File: src/rtl/cp0_spi_ctrl.sv
// cp0_spi_ctrl: CP0-mapped SPI master with DATA/STATUS/CTRL registers and a CPU stall on busy DATA access.
module cp0_spi_ctrl #(
  parameter int CLK_DIV = 4,
  parameter int W_DATA  = 8
) (
  input  logic        clk,
  input  logic        rst,
  input  logic [1:0]  spi_mode,
  input  logic        cp0_wen,
  input  logic        cp0_ren,
  input  logic [4:0]  cp0_sel,
  input  logic [31:0] cp0_wdata,
  output logic [31:0] cp0_rdata,
  output logic        stall,
  output logic        sclk,
  output logic        mosi,
  input  logic        miso,
  output logic        cs_n
);
  localparam int EW = $clog2(2*W_DATA+1);
  typedef enum logic [1:0] {IDLE, SETUP, SHIFT, HOLD} state_e;
  state_e state_q, state_d;
  logic [W_DATA-1:0] tx_sh_q, tx_sh_d, rx_sh_q, rx_sh_d, rx_data_q, rx_data_d;
  logic [1:0] mode_q, mode_d;
  logic [7:0] div_cnt_q, div_cnt_d;
  logic [EW-1:0] edge_cnt_q, edge_cnt_d, edge_nx;
  logic rx_valid_q, rx_valid_d, cs_hold_q, cs_hold_d;
  logic sclk_q, sclk_d, mosi_q, mosi_d, cs_n_q, cs_n_d;
  logic busy, sel_data, data_wr, data_rd, ctrl_wr, tick, fire, lead;
  logic unused_ok;
  assign unused_ok = ^cp0_wdata;
  assign busy     = state_q != IDLE;
  assign sel_data = cp0_sel == 5'd0;
  assign stall    = busy & (cp0_wen | cp0_ren) & sel_data;
  assign data_wr  = cp0_wen & sel_data & ~busy;
  assign data_rd  = cp0_ren & sel_data & ~busy;
  assign ctrl_wr  = cp0_wen & (cp0_sel == 5'd2);
  assign tick     = div_cnt_q == 8'(CLK_DIV-1);
  // The SETUP-exit tick is SCLK edge 1; SHIFT spends its last half-period idle at CPOL.
  assign fire     = tick & ((state_q == SETUP) | ((state_q == SHIFT) & (edge_cnt_q != EW'(2*W_DATA))));
  assign edge_nx  = edge_cnt_q + 1'b1;
  assign lead     = edge_nx[0];
  assign sclk     = sclk_q;
  assign mosi     = mosi_q;
  assign cs_n     = cs_n_q;
  always_comb
    cp0_rdata = !cp0_ren ? 32'd0 :
                sel_data ? 32'(rx_data_q) :
                (cp0_sel == 5'd1) ? {30'd0, rx_valid_q, busy} :
                (cp0_sel == 5'd2) ? {31'd0, cs_hold_q} : 32'd0;
  always_comb begin
    state_d    = state_q;
    tx_sh_d    = tx_sh_q;
    rx_sh_d    = rx_sh_q;
    rx_data_d  = rx_data_q;
    rx_valid_d = rx_valid_q & ~data_rd;
    mode_d     = mode_q;
    cs_hold_d  = ctrl_wr ? cp0_wdata[0] : cs_hold_q;
    div_cnt_d  = (busy & ~tick) ? div_cnt_q + 8'd1 : 8'd0;
    edge_cnt_d = fire ? edge_nx : edge_cnt_q;
    sclk_d     = fire ? ~sclk_q : sclk_q;
    mosi_d     = mosi_q;
    cs_n_d     = cs_n_q;
    case (state_q)
      IDLE: begin
        sclk_d = mode_q[1];
        cs_n_d = ~cs_hold_d;
        if (data_wr) begin
          state_d    = SETUP;
          tx_sh_d    = cp0_wdata[W_DATA-1:0];
          mode_d     = spi_mode;
          rx_valid_d = 1'b0;
          edge_cnt_d = '0;
          sclk_d     = spi_mode[1];
          cs_n_d     = 1'b0;
          mosi_d     = spi_mode[0] ? mosi_q : cp0_wdata[W_DATA-1];
        end
      end
      SETUP: state_d = tick ? SHIFT : SETUP;
      SHIFT: state_d = (tick & (edge_cnt_q == EW'(2*W_DATA))) ? HOLD : SHIFT;
      HOLD: if (tick) begin
        state_d    = IDLE;
        rx_data_d  = rx_sh_q;
        rx_valid_d = 1'b1;
        cs_n_d     = ~cs_hold_d;
      end
      default: state_d = IDLE;
    endcase
    // CPHA flips which edge samples; CPHA=0 skips the launch on the final trailing edge.
    if (fire) begin
      if (lead ^ mode_q[0])
        rx_sh_d = {rx_sh_q[W_DATA-2:0], miso};
      else if (mode_q[0] | (edge_nx != EW'(2*W_DATA))) begin
        mosi_d  = mode_q[0] ? tx_sh_q[W_DATA-1] : tx_sh_q[W_DATA-2];
        tx_sh_d = tx_sh_q << 1;
      end
    end
  end
  always_ff @(posedge clk) begin
    if (rst) begin
      state_q    <= IDLE;
      tx_sh_q    <= '0;
      rx_sh_q    <= '0;
      rx_data_q  <= '0;
      rx_valid_q <= 1'b0;
      mode_q     <= 2'd0;
      cs_hold_q  <= 1'b0;
      div_cnt_q  <= 8'd0;
      edge_cnt_q <= '0;
      sclk_q     <= 1'b0;
      mosi_q     <= 1'b0;
      cs_n_q     <= 1'b1;
    end else begin
      state_q    <= state_d;
      tx_sh_q    <= tx_sh_d;
      rx_sh_q    <= rx_sh_d;
      rx_data_q  <= rx_data_d;
      rx_valid_q <= rx_valid_d;
      mode_q     <= mode_d;
      cs_hold_q  <= cs_hold_d;
      div_cnt_q  <= div_cnt_d;
      edge_cnt_q <= edge_cnt_d;
      sclk_q     <= sclk_d;
      mosi_q     <= mosi_d;
      cs_n_q     <= cs_n_d;
    end
  end
endmodule
File: config.mk
export PLATFORM = sky130hd
export DESIGN_NAME = cp0_spi_ctrl
export DESIGN_NICKNAME = d
export VERILOG_FILES = /design/src/rtl/cp0_spi_ctrl.sv
export SDC_FILE = /design/constraint.sdc
export NUM_CORES = 1
export LEC_CHECK = 0
export ABC_AREA = 1
export CAP_MARGIN = 20
export CORE_MARGIN = 5
export CORE_UTILIZATION = 39
export CTS_CLUSTER_SIZE = 30
export DETAILED_ROUTE_END_ITERATION = 10
export GPL_TIMING_DRIVEN = 0
export PLACE_DENSITY = 0.79
export SLEW_MARGIN = 15
export SYNTH_ARGS = -nofsm -noshare
export SYNTH_HDL_FRONTEND = slang
export SYNTH_SLANG_ARGS = --single-unit
File: constraint.sdc
create_clock -name clk -period 2.75 [get_ports clk]
set_input_delay 0.275 -clock clk [delete_from_list [all_inputs] [get_ports clk]]
set_output_delay 0.275 -clock clk [all_outputs]
set_load 0.02 [all_outputs]
======== Word level (Yosys, flattened, before mapping) ========
Index checks and enable logic that the tools add are counted.
W data, S select, Z words.
cells by class
  equality and inequality tests ........... 11
  reductions and logical operators ........ 11
  bitwise gates (word level) .............. 22
  $add $sub $neg .......................... 2
  multiplexer cells ....................... 34
operators by type and width
  kind                   number
  $mux W8                7
  $mux W1                17
  $mux W5                3
  $and A1 B1 Y1          12
  $ne A5 B5 Y1 const B   2
  $reduce_and A2 Y1      5
  $add A8 B1 Y8 const B  1
  $eq A8 B2 Y1 const B   1
  $mux W2                4
  $pmux W2 S4            1
  $not A1 Y1             6
  $reduce_bool A2 Y1     3
  $add A5 B1 Y5 const B  1
  $eq A5 B1 Y1 const B   1
  $eq A5 B2 Y1 const B   1
  $eq A5 B5 Y1 const B   1
  $logic_not A5 Y1       1
  $eq A2 B2 Y1 const B   2
  $ne A2 B2 Y1 const B   2
  $pmux W1 S2            2
  $or A1 B1 Y1           3
  $eq A2 B1 Y1 const B   1
  $logic_not A2 Y1       1
  $reduce_or A2 Y1       1
  $xor A1 B1 Y1          1
word-level totals
  logic and storage cells ................. 92
  input port bits ......................... 44
  register bits ........................... 46
  output and inout port bits .............. 36

======== Longest topological paths before layout ========
  depth after elaboration ................. 8
  mapped depth ............................ 12
  mapped depth without buffers ............ 12

======== Worst setup path after synthesis ========
Ideal clock, no wire load.
  path type ............................... reg2out
  start point ............................. register state_q[0]
  end point ............................... output cp0_rdata[0]
  path buffers ............................ 1
  slack ................................... 1.048 ns
  stages on the path, launching flop included .. 9
  arrival time ............................ 1.427 ns
  data required time ...................... 2.475 ns
  cell sequence ........................... dfxtp_1 > inv_1 > ha_1 > clkbuf_1 > inv_1 > nand2_1 > o21ai_0 > o21ai_0 > inv_1
on the way
  cells in the longest elaborated chain, start to end .. 4
ends and longest elaborated chain
  what                      RTL line  source
  start: declaration        22        state_e state_q, state_d;
  start signal: assignment  114       state_q <= state_d;
  $reduce_bool A2 Y1        32        assign busy = state_q != IDLE;
  $mux W2                   49        (cp0_sel == 5'd1) ? {30'd0, rx_valid_q, busy} :
  $mux W8                   48        sel_data ? 32'(rx_data_q) :
  $mux W8                   47        cp0_rdata = !cp0_ren ? 32'd0 :
  end: declaration          13        output logic [31:0] cp0_rdata,
No other way between the ends.

======== Worst setup path after layout ========
Same ends and word-level chain as after synthesis.

==> out/qor_table.md <==
| Group | Parameter | Reported |
|---|---|---|
| run status | Run status | complete, no violations |
| finish | Fraction of layout cells with a size suffix above 1 | 0.114 |
| synthesis | Post-synthesis cell type count | 32 |
| worst setup path | Kind of end point of the critical path | output pin |
| clock network | Num CTS Buffers | 5 |
| synthesis | Yosys top cell area share | 0.358 |
| sta | Count of final hold-check violations | 0 |
| routing | Routed wire per std cell | 10.5 µm |
| floorplanning | Std-Cell Core Area | 6390 µm² |
| power | Seq pwr share | 0.465 |
| worst setup path | Maximum fanout along the worst path | 10 |
| sta | Max-slew violation count | 0 |
| global route | Via count of the first global-routing pass | 2167 |
| worst setup path | Origin of the worst setup path | state_q[0]$_SDFFE_PP0P_ |
| global route | GRT Util Overall | 0.130 |
| synthesis | Average size of a mapped cell | 6.84 µm² |
| floorplanning | Die Ht | 91.2 µm |
| flow run | Max-cap violations | 0 |
| synthesis | Cell types with the largest area share after synthesis | sky130_fd_sc_hd__dfxtp_1 36%, sky130_fd_sc_hd__nand2_1 13%, sky130_fd_sc_hd__buf_4 7.3%, sky130_fd_sc_hd__nor2_1 7.0%, sky130_fd_sc_hd__inv_1 6.9% |
| finish | Number of antenna cells inserted | 0 |
| routing | Violation count after the first detailed-route iteration | 130 |
| sta | Slew of the pin with the lowest slew margin | 0.505 ns |
| sta | Timing-limited maximum frequency | 385 MHz |
| global route | Largest net degree at the start of global routing | 15 |
| place | Detailed placer's ending HPWL | 4130 µm |
| power | Power share of the combinational group | 0.204 |
| worst setup path | Arrival @ worst endpoint | 2.32 ns |
| clock network | Maximum clock path buffer count | 2 |
| global route | Wire length of the first global-routing pass | 9200 µm |
| routing | DRC errors left | 0 |
| worst setup path | Start of the worst register-to-register path | edge_cnt_q[0]$_SDFF_PP0_ |
| sta | Fin crit share | 0.944 |
| routing | Vias after detailed routing | 2338 |
| finish | Leading cell type in the layout, fill and taps excluded | sky130_fd_sc_hd__nand2_1 |
| clock network | Worst-skew pair later-pin latency | 0.29 ns |
| clock network | H-tree lvl count | 2 |
| sta | Setup Total Neg Slack | 0 ns |
| synthesis | Post-synth design cell area | 2570 µm² |
| routing | TritonRoute pass-1 iters | 4 |
| power | Clock power share | 0.332 |
| worst setup path | Worst setup path category | reg -> out |
| floorplanning | Total I/O pin count | 80 |
| min path | Worst min-delay path startpoint | div_cnt_q[0]$_SDFF_PP0_ |
| power | Leak pwr | 0.00146 µW |
| clock network | Number of sinks driven by the clock tree | 46 |
| synthesis | Post-synthesis cell type with the largest combined area | sky130_fd_sc_hd__dfxtp_1 |
| power | Switching Fraction | 0.285 |
| clock network | Clk root buf | sky130_fd_sc_hd__clkbuf_8 |
| synthesis | Number of warning messages in the yosys log | 0 |
| floorplanning | Number of placement rows | 29 |
| clock network | CTS clock-pin slew for the worst setup and hold paths | 0.09 ns |
| finish | Layout overhead on the synthesized area | 23.2% |
| sta | Min Clock Period, post-route | 2.60 ns |
| worst setup path | CP Data Required Time | 2.48 ns |
| floorplanning | Die boundary width | 91.2 µm |
| floorplanning | Die Footprint | 8310 µm² |
| clock network | CTS tree | built |
| place | Port buffer count | 30 |
| sta | Headroom to the max-slew limit | 0.664 |
| global route | Antenna violations before repair | 0 |
| synthesis | Portion of the post-synthesis area used by sequential elements | 0.358 |
| sta | Final worst clock skew | 0.00333 ns |
| floorplanning | Initial cell density of the core | 0.402 |
| routing | Number of routed nets with antenna violations | 0 |
| finish | # nets final | 489 |
| routing | Via-per-instance ratio | 4.55 |
| finish | Layout filler cell count | 642 |
| sta | Unrepaired setup endpoints after global routing | false |
| finish | Highest-count cells in the layout ignoring fill and taps | 92 x sky130_fd_sc_hd__nand2_1, 48 x sky130_fd_sc_hd__nor2_1, 47 x sky130_fd_sc_hd__inv_1, 46 x sky130_fd_sc_hd__dfxtp_1, 30 x sky130_fd_sc_hd__clkdlybuf4s50_1 |
| power | VDD IR max | 0.328 mV |
| sta | Worst hold margin | 0.455 ns |
| clock network | Hold-fix buffers, CTS | 0 |
| global route | Global route total overflow | 0 |
| power | Power density over cell area | 476 nW/µm² |
| worst setup path | Critical path startpoint category | register |
| power | Internal power contribution | 1080 µW |
| power | Net load switching power | 429 µW |
| synthesis | Instance count of the mapped netlist | 376 |
| sta | Number of endpoints failing setup at the final stage | 0 |
| min path | Class of the tightest hold or removal check | reg -> reg |
| synthesis | Flops & latches, synth | 46 |
| routing | Detailed Route WL | 5410 µm |
| place | GPL Wtd Cong | 0.817 |
==> metrics by stage <==
| stage | instances | util | setup WS [ns] | instance area, µm² | power, µW |
|---|---|---|---|---|---|
| 2_1_floorplan | 399 | - | 1.05 | 2660 | 928 |
| 3_3_place_gp | 506 | 0.478 | 0.196 | 3050 | 1010 |
| 3_5_place_dp | 506 | 0.478 | 0.180 | 3050 | 1010 |
| 4_1_cts | 514 | 0.495 | 0.126 | 3160 | 1510 |
| 5_1_grt | 514 | 0.496 | 0.0267 | 3170 | 1570 |
| 6_report | 514 | 0.496 | 0.155 | 3170 | 1510 |
==> timing repair <==
item                       4_1_cts  5_1_grt
gates resized for setup          1        2
setup endpoints to repair        1        1
pin swaps                        0        0
buffers inserted                 0        0
gates cloned                     0        0
==> power groups by stage <==
stage                     clock network (µW)  logic [µW]  registers, µW
after global placement                     0         290            715
after floorplan                            0         207            721
after CTS                                513         301            700
after global routing                     531         340            703
after detailed placement                   0         297            716
final                                    500         307            700
==> worst paths after layout <==
kind / to / slack (ns) / cells after the start
max: cp0_rdata[0] / 0.15 / 9
min: div_cnt_q[0]$_SDFF_PP0_ / 0.45 / 1
max reg2reg: rx_sh_q[6]$_SDFFE_PP0P_ / 0.71 / 12
min reg2reg: div_cnt_q[0]$_SDFF_PP0_ / 0.45 / 1
==> cells in the mapped netlist, drive strengths merged <==
master,instances
nand2,94
nor2,51
inv,49
dfxtp,46
buf,28
a21oi,25
nand3,19
o21ai,18
nand4,13
ha,9
nor3,7
clkbuf,5
or2,3
a211oi,2
and2,1
conb,1
mux2i,1
nor3b,1
o211ai,1
xnor2,1
xor2,1
==> registers in the layout, summed over array words and instances (netlist names), named ones only <==
name and cells:
cs_hold_q 1, cs_n 1, div_cnt_q 8, edge_cnt_q 5, mode_q 2, mosi 1, rx_data_q 8, rx_sh_q 8
rx_valid_q 1, sclk 1, state_q 1, tx_sh_q 8
==> final cells by class <==
| cell class | count | area (µm²) | area share |
|---|---|---|---|
| multi-input cells | 271 | 1310 | 0.415 |
| flip-flops and latches | 46 | 921 | 0.291 |
| repair buffers | 30 | 300 | 0.0948 |
| plain buffers | 33 | 241 | 0.0763 |
| inverters | 49 | 184 | 0.0581 |
| well taps | 77 | 96.3 | 0.0304 |
| clock buffers | 6 | 72.6 | 0.0229 |
| clock inverters | 2 | 37.5 | 0.0119 |
==> layer usage <==
metal,wire length [µm],up-vias,track usage
li1,-,1257,-
met1,2400,1013,0.148
met2,2620,60,0.237
met3,275,8,0.0223
met4,112,0,0.0575
met5,0,-,0
==> worst max-delay path: stages, from the launching register on <==
cell and delay [ns]:
sky130_fd_sc_hd__dfxtp_1 0.37, sky130_fd_sc_hd__inv_1 0.12, sky130_fd_sc_hd__ha_1 0.24, sky130_fd_sc_hd__clkbuf_4 0.19, sky130_fd_sc_hd__inv_1 0.20, sky130_fd_sc_hd__nand2_1 0.08, sky130_fd_sc_hd__o21ai_0 0.06, sky130_fd_sc_hd__o21ai_0 0.10
sky130_fd_sc_hd__inv_1 0.06, sky130_fd_sc_hd__clkdlybuf4s50_1 0.60
==> kinds of logic after synthesis <==
family | share of synthesized area
buffers and inverters | 0.164
multiplexers | 0.00389
other | 0.00146
AO/OA/AOI/OAI | 0.0969
XOR/XNOR | 0.00682
AND/OR/NAND/NOR | 0.325
adder cells (fa/ha/maj) | 0.0438
flip-flops | 0.358
Power figures use the tool's default switching activity.
